`src/rtl/count_tracker_pkg.sv`:
```
// count_tracker_pkg: shared types, widths and the sample prediction helper
// used by the count tracker and its sub-modules.
package count_tracker_pkg;

  localparam int CNT_W  = 4;
  localparam int ERRC_W = 8;

  typedef enum logic [1:0] {
    SEARCH = 2'd0,
    CHECK  = 2'd1,
    LOCKED = 2'd2
  } state_t;

  // Next expected counter value: +1 when counting up, -1 when counting down.
  function automatic logic [CNT_W-1:0] predict(input logic [CNT_W-1:0] last,
                                               input logic             dir);
    return dir ? (last - CNT_W'(1)) : (last + CNT_W'(1));
  endfunction

endpackage

```
`src/rtl/count_tracker_sat_counter.sv`:
```
// sat_counter: up-counter that sticks at all-ones instead of wrapping.
// Asynchronous reset, synchronous clear.
module sat_counter #(
  parameter int WIDTH = 8
) (
  input  logic             clk,
  input  logic             reset,
  input  logic             clr,
  input  logic             inc,
  output logic [WIDTH-1:0] count
);

  logic [WIDTH-1:0] count_reg;

  // Count increments, holding once every bit is set.
  always_ff @(posedge clk or posedge reset) begin
    if (reset) begin
      count_reg <= '0;
    end else if (clr) begin
      count_reg <= '0;
    end else if (inc && (count_reg != '1)) begin
      count_reg <= count_reg + WIDTH'(1);
    end
  end

  assign count = count_reg;

endmodule

```
`src/rtl/count_tracker.sv`:
```
// count_tracker: follows a sampled 4-bit counter, locks after LOCK_CNT
// consecutive correct predictions and drops lock after LOSS_CNT consecutive
// mispredictions. Defining COUNT_TRACKER_STATS_EN adds the good_cnt output.
module count_tracker
  import count_tracker_pkg::*;
#(
  parameter int LOCK_CNT = 2,
  parameter int LOSS_CNT = 3
) (
  input  logic              clk,
  input  logic              reset,
  input  logic              clear,
  input  logic              dir,
  input  logic              in_valid,
  output logic              in_ready,
  input  logic [CNT_W-1:0]  in_data,
  output logic              locked,
  output logic              err,
  output logic              wrap,
  output logic [ERRC_W-1:0] err_cnt,
  output logic [CNT_W-1:0]  last
`ifdef COUNT_TRACKER_STATS_EN
  ,
  output logic [15:0]       good_cnt
`endif
);

  // Run counters only ever hold values up to the larger threshold.
  localparam int RUN_MAX = (LOCK_CNT > LOSS_CNT) ? LOCK_CNT : LOSS_CNT;
  localparam int RUN_W   = (RUN_MAX < 2) ? 1 : $clog2(RUN_MAX + 1);

  state_t           state_reg, state_next;
  logic [CNT_W-1:0] last_reg, last_next;
  logic [RUN_W-1:0] good_run_reg, good_run_next;
  logic [RUN_W-1:0] bad_run_reg, bad_run_next;
  logic             err_reg, err_next;
  logic             wrap_reg, wrap_next;
  logic             ready_reg;

  logic             accept;
  logic             match;
  logic             crossing;
  logic [RUN_W-1:0] good_run_inc;
  logic [RUN_W-1:0] bad_run_inc;

  // Clear gates readiness combinationally so it always wins over a sample.
  assign in_ready     = ready_reg && !clear;
  assign accept       = in_valid && in_ready;
  assign match        = (in_data == predict(last_reg, dir));
  assign crossing     = dir ? (in_data == '1) : (in_data == '0);
  assign good_run_inc = good_run_reg + RUN_W'(1);
  assign bad_run_inc  = bad_run_reg + RUN_W'(1);

  // Readiness: low through reset, the clear cycle and the cycle after clear.
  always_ff @(posedge clk or posedge reset) begin
    if (reset) begin
      ready_reg <= 1'b0;
    end else begin
      ready_reg <= !clear;
    end
  end

  // Tracking state register; pulses and last sample update with the accepting edge.
  always_ff @(posedge clk or posedge reset) begin
    if (reset) begin
      state_reg    <= SEARCH;
      last_reg     <= '0;
      good_run_reg <= '0;
      bad_run_reg  <= '0;
      err_reg      <= 1'b0;
      wrap_reg     <= 1'b0;
    end else begin
      state_reg    <= state_next;
      last_reg     <= last_next;
      good_run_reg <= good_run_next;
      bad_run_reg  <= bad_run_next;
      err_reg      <= err_next;
      wrap_reg     <= wrap_next;
    end
  end

  // Next-state and pulse decode for an accepted sample.
  always_comb begin
    state_next    = state_reg;
    last_next     = last_reg;
    good_run_next = good_run_reg;
    bad_run_next  = bad_run_reg;
    err_next      = 1'b0;
    wrap_next     = 1'b0;
    if (clear) begin
      state_next    = SEARCH;
      last_next     = '0;
      good_run_next = '0;
      bad_run_next  = '0;
    end else if (accept) begin
      last_next = in_data;
      case (state_reg)
        SEARCH: begin
          good_run_next = '0;
          bad_run_next  = '0;
          state_next    = CHECK;
        end
        CHECK: begin
          if (match) begin
            wrap_next = crossing;
            if (good_run_inc == RUN_W'(LOCK_CNT)) begin
              state_next    = LOCKED;
              good_run_next = '0;
              bad_run_next  = '0;
            end else begin
              good_run_next = good_run_inc;
            end
          end else begin
            err_next      = 1'b1;
            good_run_next = '0;
          end
        end
        LOCKED: begin
          if (match) begin
            wrap_next    = crossing;
            bad_run_next = '0;
          end else begin
            err_next = 1'b1;
            if (bad_run_inc == RUN_W'(LOSS_CNT)) begin
              state_next    = SEARCH;
              good_run_next = '0;
              bad_run_next  = '0;
            end else begin
              bad_run_next = bad_run_inc;
            end
          end
        end
        default: begin
          state_next = SEARCH;
        end
      endcase
    end
  end

  assign locked = (state_reg == LOCKED);
  assign err    = err_reg;
  assign wrap   = wrap_reg;
  assign last   = last_reg;

  sat_counter #(.WIDTH(ERRC_W)) u_err_cnt (
    .clk   (clk),
    .reset (reset),
    .clr   (clear),
    .inc   (err_next),
    .count (err_cnt)
  );

`ifdef COUNT_TRACKER_STATS_EN
  logic good_hit;

  // Correct samples seen while already locked.
  assign good_hit = accept && (state_reg == LOCKED) && match;

  sat_counter #(.WIDTH(16)) u_good_cnt (
    .clk   (clk),
    .reset (reset),
    .clr   (clear),
    .inc   (good_hit),
    .count (good_cnt)
  );
`endif

endmodule

```
`config.mk`:
```
export PLATFORM = sky130hd
export DESIGN_NAME = count_tracker
export DESIGN_NICKNAME = d
export VERILOG_FILES = /design/src/rtl/count_tracker_pkg.sv /design/src/rtl/count_tracker_sat_counter.sv /design/src/rtl/count_tracker.sv
export SDC_FILE = /design/constraint.sdc
export NUM_CORES = 1
export LEC_CHECK = 0
export CORE_ASPECT_RATIO = 1.4
export CORE_MARGIN = 2
export CORE_UTILIZATION = 40
export CTS_BUF_LIST = sky130_fd_sc_hd__clkbuf_2 sky130_fd_sc_hd__clkbuf_4 sky130_fd_sc_hd__clkbuf_8
export CTS_CLUSTER_SIZE = 8
export DETAILED_ROUTE_END_ITERATION = 8
export GPL_ROUTABILITY_DRIVEN = 1
export PLACE_DENSITY_LB_ADDON = 0.3
export REMOVE_ABC_BUFFERS = 1
export SETUP_SLACK_MARGIN = 0.05
export SLEW_MARGIN = 0
export SYNTH_ARGS = -nofsm -noshare
export SYNTH_HDL_FRONTEND = slang
export SYNTH_SLANG_ARGS = --single-unit
```
`constraint.sdc`:
```
create_clock -name clk -period 6.5 [get_ports clk]
set_input_delay 1.95 -clock clk [delete_from_list [all_inputs] [get_ports clk]]
set_output_delay 1.95 -clock clk [all_outputs]
set_load 0.1 [all_outputs]
```
### Word level (Yosys, flattened, before mapping)

Index checks and enable logic that the tools add are counted.

| storage, ports and cells | value |
|---|---|
| memories kept | 0 |
| input bits | 9 |
| output and inout bits | 16 |
| latch bits | 0 |
| bits in read-only memories | 0 |
| word-level logic and storage cells | 70 |
| memory bits (writable) | 0 |
| register bits | 21 |

| operators by class | value |
|---|---|
| shifts and indexed selects | 0 |
| equality and inequality tests | 11 |
| $add $sub $neg | 5 |
| muxes and demuxes | 33 |
| bitwise logic cells | 0 |
| reductions and logical operators | 13 |
| divide/modulo/power cells | 0 |
| magnitude comparators | 0 |
| $mul | 0 |

Operators by type and width:

| operator | count |
|---|---|
| 2-to-1 mux 2 bit | 16 |
| one-hot mux 2 bit (3 select lines) | 3 |
| 2-to-1 mux 8 bit | 2 |
| 2-to-1 mux 4 bit | 3 |
| 2-to-1 mux 1 bit | 9 |
| != test 3 bit, second input constant | 3 |
| adder 8 x 1 -> 8 bit, second input constant | 1 |
| != test 8 bit, second input constant | 1 |
| AND reduction 4 bit | 2 |
| == test 2 bit, second input constant | 3 |
| AND reduction 5 bit | 1 |
| adder 2 x 1 -> 2 bit, second input constant | 2 |
| adder 4 x 1 -> 4 bit, second input constant | 1 |
| == test 4 bit | 1 |
| == test 4 bit, second input constant | 1 |
| zero test 4 bit | 1 |
| nonzero test 2 bit | 2 |
| nonzero test 4 bit | 1 |
| subtractor 4 x 1 -> 4 bit, second input constant | 1 |
| logical AND 1 bit | 3 |
| != test 3 x 2 -> 1 bit, second input constant | 1 |
| == test 2 x 1 -> 1 bit, second input constant | 1 |
| zero test 2 bit | 1 |
| OR reduction 2 bit | 1 |
| zero test 1 bit | 1 |

### Depth between registers and ports, before layout

Gate-level depths: netlist of run 1.

| logic depth | value |
|---|---|
| depth in word-level cells | 10 |
| depth in mapped cells | 8 |
| gate-level depth less buffers | 8 |

### Cells and area by module

From an unflattened synthesis of run 1, not the netlist that was laid out.

| second synthesis, totals | value |
|---|---|
| cells, all modules | 134 |
| area total of the unflattened synthesis | 1333.8 um^2 |

Modules (own cells, without submodules):

| module | cells an instance | area each (um^2) | times used | sequential area each (um^2) |
|---|---|---|---|---|
| count_tracker | 85 | 829.5 | 1 | 325.3 |
| sat_counter | 49 | 504.2 | 1 | 200.2 |

### Least setup slack after synthesis of run 1

No wires, ideal clock.

| path | value |
|---|---|
| kind | input-to-output |
| from | input port clear |
| to | output port in_ready |
| stages | 2 |
| data required time | 4.550 ns |
| arrival time | 3.484 ns |
| buffers on the path | 1 |
| slack | 1.066 ns |
| cell sequence | clkbuf_1 -> nor2b_1 |

| on the way | value |
|---|---|
| longest elaborated chain between the ends | 2 |

Ends and longest elaborated chain:

| what | line | text |
|---|---|---|
| from (decl) | count_tracker.sv:12 | `input logic clear,` |
| zero test 1 bit | count_tracker.sv:47 | `assign in_ready = ready_reg && !clear;` |
| logical AND 1 bit | count_tracker.sv:47 |  |
| to (decl) | count_tracker.sv:15 | `output logic in_ready,` |

No other way between the ends.

### Worst setup path after layout of run 1

Ends and elaborated chain as after synthesis.

==> results of run 1 <==
-- per-layer routing --
metal / track usage / vias to the layer above
li1: - / 514
met3: 0.01266 / 4
met2: 0.2821 / 27
met1: 0.2476 / 493
met4: 0.04386 / 0
met5: 0 / -
-- cell families (layout without fill, tap and decap cells) --
family / Yosys count / in the layout / synth area share
AO/OA/AOI/OAI: 28 / 28 / 0.1681
AND/OR/NAND/NOR: 50 / 50 / 0.1926
adder cells (fa/ha/maj): 8 / 8 / 0.08406
buffers and inverters: 11 / 38 / 0.03225
flip-flops: 21 / 21 / 0.4106
multiplexers: 3 / 3 / 0.02737
XOR/XNOR: 10 / 10 / 0.08505
-- through the flow --
stage	power (mW)	util	setup WS, ps	hold WS (ps)	instances
after detailed placement	0.2079	0.5053	1364	506.1	193
after floorplan	0.1882	-	1265	484.2	130
final	0.2908	0.5202	1373	523.5	197
after global routing	0.3065	0.5202	1231	545.9	197
after global placement	0.2065	0.5053	1380	499.9	193
after CTS	0.2939	0.5202	1365	523.6	197
-- path summary, 6_finish.rpt --
path | start | endpoint | slack (ps) | depth (start not counted)
worst min-delay path | good_run_reg[1] | good_run_reg[1] | 520 | 1
worst max register to register | last[0] | good_run_reg[0] | 3990 | 8
min in group asynchronous | reset | u_err_cnt.count[5] | 2150 | 2
max in group asynchronous | reset | bad_run_reg[1] | 3840 | 2
worst max-delay path | clear | in_ready | 1370 | 3
worst min register to register | good_run_reg[1] | good_run_reg[1] | 520 | 1
-- layout make-up --
type / instances / area [µm²] / area share
multi-input cells: 99 / 713.2 / 0.4432
flip-flops and latches: 21 / 525.5 / 0.3266
repair buffers: 24 / 237.7 / 0.1477
well taps: 39 / 48.80 / 0.03033
clock buffers: 3 / 41.29 / 0.02566
inverters: 10 / 37.54 / 0.02333
clock inverters: 1 / 5.005 / 0.003110
-- critical path, stage by stage --
cell and delay (ps):
clkdlybuf4s50_1 690, nor2b_1 220, buf_4 310
-- cell usage after synthesis (all sizes together) (3+ instances only) --
| cell | count |
|---|---|
| ha | 7 |
| nand2 | 14 |
| a21o | 4 |
| xnor2 | 8 |
| nor2 | 15 |
| a21oi | 7 |
| inv | 9 |
| dfrtp | 21 |
| and3 | 5 |
| nor2b | 3 |
| nor3 | 4 |
-- power by group through the flow --
stage	logic (mW)	registers, mW	clock network (mW)
after floorplan	0.0374	0.151	0
after global placement	0.0666	0.140	0
after detailed placement	0.0678	0.140	0
after CTS	0.0683	0.138	0.0880
after global routing	0.0744	0.138	0.0938
final	0.0677	0.138	0.0855
==> run_results.csv, run 1 <==
group,metric,value,unit
clock_network,htreeDepth,1,
global_route,grt_pass1_vias,1042,
sta,period_share,0.7887,
drt,detail-route-antenna-nets,0,
setup_path,cp.arrival,3180,ps
setup_path,worstPathRequired,4550,ps
sta,maxSlewViolCount,0,
placement,port-buffer-count,24,
synth,seq_area_frac_synth,0.4106,
layout,final_cell_mix,"clkdlybuf4s50_1, dfrtp_1, nor2_1",
sta,setup_violations,0,
synth,yosys.cell_types.count,42,
global_route,antenna_found_initial,0,
pwr,p_switching,90.98,µW
floorplan,die_w,51.81,µm
status,outcome,"finished, final reports clean",
global_route,grt_max_degree,22,
synth,netlist.area_leader.share,0.4106,
pwr,switching_share,0.3128,
floorplan,core-area,0.003093,mm²
drt,vias,1038,
synth,synth-async-reset-ratio,1.000,
synth,yosys_warnings,0,
synth,netlist_area,0.001280,mm²
synth,synth_area_per_cell,9.771,µm²
synth,synth.top_cells.by_area,"dfrtp_1, ha_1, xnor2_1, nor2_1, nand2_1",
global_route,grt_pass1_wl,4885,µm
sta,min_period,5127,ps
setup_path,path_max_fanout,15,
clock_network,cts_hold_buf,0,
sta,tns,0,ps
drt,wl_met3,101,µm
pwr,clkPwrFrac,0.294,
placement,hpwl,2088,µm
pwr,max-vdd-ir-drop,0.0001629,V
drt,drc_errors,0,
sta,worst_pin_slew,974.0,ps
drt,finalWirelength,2740,µm
pwr,seqPwrFrac,0.473,
placement,gp_congestion,0.8125,
clock_network,cts_setup_buffers,0,
placement,place_area,0.001563,mm²
sta,max_freq,195.1,MHz
drt,met2_wirelength,1393,µm
synth,synth_top_flop_cell,"dfrtp_1",
clock_network,clock_path_buffers,2,
layout,mostFrequentLayoutCell,"clkdlybuf4s50_1",
clock_network,cts-buffers-inserted,3,
synth,postSynthCellCount,131,
layout,syn_to_final_growth,25.71,%
clock_network,clkTransAtPathRegs,70,ps
layout,finalInstanceArea,0.001609,mm²
pwr,p_per_area,180.7,mW/mm²
job,drv_cap,0,
floorplan,fp.dieArea,0.003675,mm²
floorplan,ios,25,
clock_network,cts_tree,"done",
sta,rsz0062_at_grt,"no",
drt,vias_per_cell,5.269,
sta,hold_viol_final,0,
worst_hold_path,min_path_type,"flip-flop to flip-flop",
synth,synth_top_area_cell,"dfrtp_1",
clock_network,clkSinkCount,21,
clock_network,clk-insertion-delay-late,260,ps
pwr,p_leak,0.7312,nW
synth,synth_seq_cells,21,
sta,relSlewSlack,0.3487,
clock_network,root_buffer,"clkbuf_8",
setup_path,crit_type,"input port to primary output",
global_route,grt_use_total,0.1728,
sta,skew,6.923,ps
drt,initialDrtViolationCount,27,
layout,layout.nets,176,
layout,drive_gt1_frac,0.08228,
global_route,grt_overflow,0,
layout,largest_reg_flops,8,
setup_path,end_kind,"primary output",
layout,num-fill-cells,288,
drt,routedWlPerCell,13.91,µm
drt,dr.pass1.iters,4,
clock_network,cts-resized-gates,0,
drt,drt-met1-wl,1213,µm
drt,top_layer_used,"met4",
pwr,internal_power,199.8,µW
synth,synth_edf_count,0,
floorplan,die_h,70.93,µm
floorplan,start_util,0.4138,
layout,diodes,0,
floorplan,fp-row-count,24,
pwr,comb_power_share,0.233,
setup_path,startpoint_type,"input port",
Power figures use the tool's default switching activity.
==> run 2: changes to the inputs <==
==> constraint.sdc (replaced) <==
create_clock -name clk -period 4.11 [get_ports clk]
set_input_delay 1.233 -clock clk [delete_from_list [all_inputs] [get_ports clk]]
set_output_delay 1.233 -clock clk [all_outputs]
set_load 0.1 [all_outputs]
==> run 2 against run 1 <==
Effect of this change:
- sequential power is 58% higher
- clock power rose by 68%
- non-clock buffer count up 2
- utilization increased by 0.89 points
- final cell count increased by 1.0%
- register-to-register slack got worse by 2400 ps
- flip-flop and latch count unchanged
- worst setup slack lost 920 ps
- global-route usage rose by 0.79 points
- combinational power increased by 62%
- first-iteration DRC count grew 52%
- critical path depth up 6
==> run_results.csv, run 2 (synthesized netlist as in run 1, its figures left out) <==
group,metric,value,unit
status,outcome,"finished, final reports clean",
layout,layout.cells.non_filler,199,
drt,routedWlPerCell,14.65,µm
floorplan,fp.dieArea,0.003675,mm²
sta,maxSlewViolCount,0,
global_route,grt_max_degree,22,
drt,finalWirelength,2915,µm
clock_network,cts-buffers-inserted,3,
pwr,comb_power_share,0.233,
placement,place_area,0.001588,mm²
layout,diodes,0,
sta,whs,527.7,ps
setup_path,path_max_fanout,9,
setup_path,reg2regPathDepth,8,
clock_network,cts_tree,"done",
clock_network,cts_setup_buffers,0,
layout,syn_to_final_growth,27.86,%
floorplan,core-area,0.003093,mm²
layout,mostFrequentLayoutCell,"clkdlybuf4s50_1",
setup_path,worstPathRequired,4260,ps
pwr,p_switching,145.5,µW
drt,drc_errors,0,
floorplan,die_w,51.81,µm
layout,drive_gt1_frac,0.1000,
placement,port-buffer-count,24,
setup_path,critPathSlowestCell,"clkdlybuf4s50_1",
setup_path,end_kind,"flip-flop",
pwr,max-vdd-ir-drop,0.0001990,V
setup_path,crit_type,"input port to flip-flop",
pwr,internal_power,326.4,µW
clock_network,htreeDepth,1,
sta,rsz0062_at_grt,"no",
drt,initialDrtViolationCount,41,
setup_path,slowest_delay,580,ps
worst_hold_path,whs_path_depth,1,
worst_hold_path,min_path_type,"flip-flop to flip-flop",
drt,vias,1081,
clock_network,clk-insertion-delay-late,260,ps
layout,postLayoutCoreUtil,0.5291,
placement,dp.cells,195,
layout,num-fill-cells,292,
pwr,p_leak,0.7476,nW
pwr,switching_share,0.3083,
sta,setup_violations,0,
pwr,p_per_area,288.3,mW/mm²
sta,relSlewSlack,0.3492,
layout,final_cell_mix,"clkdlybuf4s50_1, dfrtp_1, nor2_1",
sta,hold_viol_final,0,
floorplan,start_util,0.4138,
global_route,grt_use_total,0.1807,
global_route,grt_pass1_wl,5030,µm
clock_network,clkTransAtPathRegs,80,ps
job,drv_cap,0,
floorplan,ios,25,
drt,dr.pass1.iters,4,
drt,vias_per_cell,5.432,
placement,post-place-ws,172.6,ps
layout,largest_reg_flops,8,
setup_path,startpoint_type,"input port",
placement,gp_congestion,0.8180,
layout,layout.nets,178,
sta,period_share,0.8893,
floorplan,fp-row-count,24,
clock_network,cts_hold_buf,0,
global_route,antenna_found_initial,0,
setup_path,cp_cell_sequence,"clkdlybuf4s50_1 -> inv_1 -> fa_1 -> xnor3_1 -> nor3_4 -> and2_1 -> a21bo_2 -> nor2_1 -> mux2_4",
clock_network,clock_path_buffers,2,
layout,finalInstanceArea,0.001637,mm²
sta,max_freq,273.6,MHz
sta,worst_pin_slew,973.2,ps
setup_path,cp.arrival,3810,ps
pwr,clkPwrFrac,0.305,
pwr,power.total,471.9,µW
pwr,seqPwrFrac,0.462,
sta,tns,0,ps
global_route,grt_pass1_vias,1144,
clock_network,clkSinkCount,21,
placement,hpwl,2232,µm
global_route,grt_overflow,0,
clock_network,cts-resized-gates,0,
sta,min_period,3655,ps
sta,skew,5.320,ps
floorplan,die_h,70.93,µm
drt,detail-route-antenna-nets,0,
sta,timing.final.ws_setup,455.2,ps
clock_network,root_buffer,"clkbuf_8",
[run 2: cell count changes in the layout (fill, tap and decap cells not counted)]
cell             previous run  this run
buf_4                       1         3
clkinv_2                    1         0
buf_12                      0         1
clkdlybuf4s50_1            23        22
clkbuf_4                    0         1
[run 2: power groups by stage]
stage | logic [mW] | registers, mW | clock network (mW)
after global routing | 0.120 | 0.219 | 0.154
after detailed placement | 0.110 | 0.222 | 0
after global placement | 0.107 | 0.222 | 0
after floorplan | 0.0592 | 0.238 | 0
final | 0.110 | 0.218 | 0.144
after CTS | 0.111 | 0.218 | 0.145
[run 2: worst paths after layout]
path	from	endpoint	slack [ps]
worst max-delay path	dir	good_run_reg[0]	460
worst min-delay path	u_err_cnt.count[2]	u_err_cnt.count[2]	530
worst max register to register	last[0]	good_run_reg[0]	1630
worst min register to register	u_err_cnt.count[2]	u_err_cnt.count[2]	530
max in group asynchronous	reset	last[1]	2180
min in group asynchronous	reset	u_err_cnt.count[5]	1420
[run 2: worst max-delay path: cells and delay by family]
family | cells | cell delay [ps]
compound gates | 1 | 160
fa+ha+maj | 1 | 460
simple gates | 3 | 580
buf+inv | 2 | 680
xor+xnor | 1 | 390
mux | 1 | 300
[run 2: cell type report]
type / instances / area (µm²) / area share
repair buffers: 26 / 262.8 / 0.1606
inverters: 10 / 37.54 / 0.02294
well taps: 39 / 48.80 / 0.02982
flip-flops and latches: 21 / 525.5 / 0.3211
clock buffers: 4 / 48.80 / 0.02982
multi-input cells: 99 / 713.2 / 0.4358
[run 2: routing by layer]
layer	part of all wire	vias to the layer above	global-route usage	routed length [µm]
met1	0.41	518	0.2058	1191
li1	-	516	-	-
met3	0.044	9	0.03165	128
met5	0	-	0	0
met2	0.52	38	0.3276	1528
met4	0.023	0	0.06725	67
==> run 3: changes to the inputs <==
--- a/config.mk
+++ b/config.mk
@@ -6,7 +6,7 @@
 export NUM_CORES = 1
 export LEC_CHECK = 0
 export CORE_ASPECT_RATIO = 1.4
-export CORE_MARGIN = 2
+export CORE_MARGIN = 5
 export CORE_UTILIZATION = 40
 export CTS_BUF_LIST = sky130_fd_sc_hd__clkbuf_2 sky130_fd_sc_hd__clkbuf_4 sky130_fd_sc_hd__clkbuf_8
 export CTS_CLUSTER_SIZE = 8
@@ -14,8 +14,7 @@
 export GPL_ROUTABILITY_DRIVEN = 1
 export PLACE_DENSITY_LB_ADDON = 0.3
 export REMOVE_ABC_BUFFERS = 1
-export SETUP_SLACK_MARGIN = 0.05
-export SLEW_MARGIN = 0
+export SLEW_MARGIN = 20
 export SYNTH_ARGS = -nofsm -noshare
 export SYNTH_HDL_FRONTEND = slang
 export SYNTH_SLANG_ARGS = --single-unit
==> run 3 against run 2 <==
Effect of this change:
- non-clock buffer count unchanged
- worst setup slack better by 39 ps
- sequential power about the same
- worst hold slack better by 20 ps
- critical path depth unchanged
- final cell count unchanged
- combinational power about the same
- flip-flop and latch count unchanged
- register-to-register slack better by 30 ps
- via count down 1.4%
==> run_results.csv, run 3 (synthesized netlist as in run 1, its figures left out) <==
group,metric,value,unit
global_route,grt_overflow,0,
sta,max_freq,276.6,MHz
clock_network,htreeDepth,1,
drt,dr.pass1.iters,4,
placement,port-buffer-count,24,
global_route,grt_max_degree,22,
sta,setup_violations,0,
status,outcome,"finished, final reports clean",
floorplan,die_h,76.93,µm
sta,maxSlewViolCount,0,
layout,syn_to_final_growth,27.66,%
placement,hpwl,2323,µm
clock_network,cts_hold_buf,0,
job,drv_cap,0,
drt,vias,1066,
setup_path,worstPathRequired,4250,ps
layout,layout.cells.non_filler,199,
floorplan,die_w,57.81,µm
drt,finalWirelength,2921,µm
placement,place_area,0.001588,mm²
layout,finalInstanceArea,0.001634,mm²
sta,worst_pin_slew,975.1,ps
worst_hold_path,worstHoldStart,"u_err_cnt.count[2]",
drt,vias_per_cell,5.357,
clock_network,cts-buffers-inserted,3,
setup_path,r2r_end,"good_run_reg[0]",
setup_path,r2r_setup_slack,1660,ps
setup_path,crit_type,"input port to flip-flop",
floorplan,ios,25,
sta,hold_viol_final,0,
floorplan,core-area,0.003093,mm²
global_route,antenna_found_initial,0,
worst_hold_path,whs_path_depth,1,
global_route,grt_pass1_vias,1062,
setup_path,r2r-start,"last[0]",
worst_hold_path,min_path_type,"flip-flop to flip-flop",
layout,postLayoutCoreUtil,0.5283,
layout,mostFrequentLayoutCell,"clkdlybuf4s50_1",
floorplan,start_util,0.4138,
setup_path,reg2regPathDepth,8,
sta,min_period,3615,ps
placement,gp_congestion,0.9132,
pwr,p_per_area,282.9,mW/mm²
sta,skew,3.144,ps
layout,final_cell_mix,"clkdlybuf4s50_1, dfrtp_1, nor2_1",
clock_network,cts_tree,"done",
clock_network,clkTransAtPathRegs,80,ps
global_route,grt_use_total,0.1389,
floorplan,fp.dieArea,0.004447,mm²
setup_path,end_kind,"flip-flop",
drt,initialDrtViolationCount,40,
sta,period_share,0.8797,
floorplan,fp-row-count,24,
placement,dp.cells,195,
sta,relSlewSlack,0.3479,
layout,drive_gt1_frac,0.1000,
clock_network,clkSinkCount,21,
sta,tns,0,ps
layout,layout.nets,178,
pwr,p_leak,0.7469,nW
clock_network,clk-insertion-delay-late,260,ps
worst_hold_path,hold_end,"u_err_cnt.count[2]",
layout,diodes,0,
clock_network,cts-resized-gates,0,
sta,rsz0062_at_grt,"no",
clock_network,clock_path_buffers,2,
pwr,power.total,462.3,µW
setup_path,cp.arrival,3760,ps
drt,detail-route-antenna-nets,0,
layout,largest_reg_flops,8,
setup_path,startpoint_type,"input port",
clock_network,root_buffer,"clkbuf_8",
setup_path,path_max_fanout,9,
clock_network,cts_setup_buffers,0,
global_route,grt_pass1_wl,4905,µm
drt,drc_errors,0,
drt,routedWlPerCell,14.68,µm
pwr,max-vdd-ir-drop,0.0001863,V
[run 3: cell types whose count changed in the layout (fill, tap and decap cells not counted)]
| cell | change |
|---|---|
| clkinv_2 | +1 |
| clkbuf_4 | -1 |
[run 3: layout make-up]
| cell class | instances | area, µm² |
|---|---|---|
| fillers | 287 | 1459 |
| multi-input cells | 99 | 713.2 |
| flip-flops and latches | 21 | 525.5 |
| repair buffers | 26 | 262.8 |
| well taps | 39 | 48.80 |
| clock buffers | 3 | 41.29 |
| inverters | 10 | 37.54 |
| clock inverters | 1 | 5.005 |
[run 3: per-layer routing]
| layer | vias to the layer above | routed length [µm] | GRT usage | share of wire |
|---|---|---|---|---|
| met5 | - | 0 | 0 | 0 |
| met4 | 0 | 60 | 0.06032 | 0.021 |
| met3 | 6 | 138 | 0.01681 | 0.047 |
| met2 | 32 | 1547 | 0.2421 | 0.53 |
| met1 | 508 | 1174 | 0.1665 | 0.40 |
| li1 | 520 | - | - | - |
[run 3: metrics by stage]
stage	setup WS (ps)	hold slack, ps
global placement	288.8	514.0
finish	494.5	547.6
detailed placement	224.3	534.5
global route	340.5	568.8
CTS	495.0	549.0
floorplan	308.7	484.2
[run 3: worst max path at each step]
| stage | slack, ps | startpoint | end |
|---|---|---|---|
| 2_1_floorplan | 310 | clear | in_ready |
| 4_1_cts | 500 | dir | good_run_reg[0] |
| 3_3_place_gp | 290 | dir | good_run_reg[0] |
| 3_5_place_dp | 220 | dir | good_run_reg[0] |
| 6_report | 490 | dir | good_run_reg[0] |
| 5_1_grt | 340 | dir | good_run_reg[0] |
[run 3: report_power, final]
part           total, mW  switching, mW  internal [mW]
registers          0.218        0.00587          0.212
logic              0.109         0.0709         0.0384
clock network      0.135         0.0674         0.0674
total              0.462          0.144          0.318
[run 3: critical path, cell delays in order]
cell             delay (ps)
clkdlybuf4s50_1         570
inv_1                   100
fa_1                    440
xnor3_1                 380
nor3_4                  330
and2_1                  180
a21bo_2                 160
nor2_1                   60
mux2_4                  300
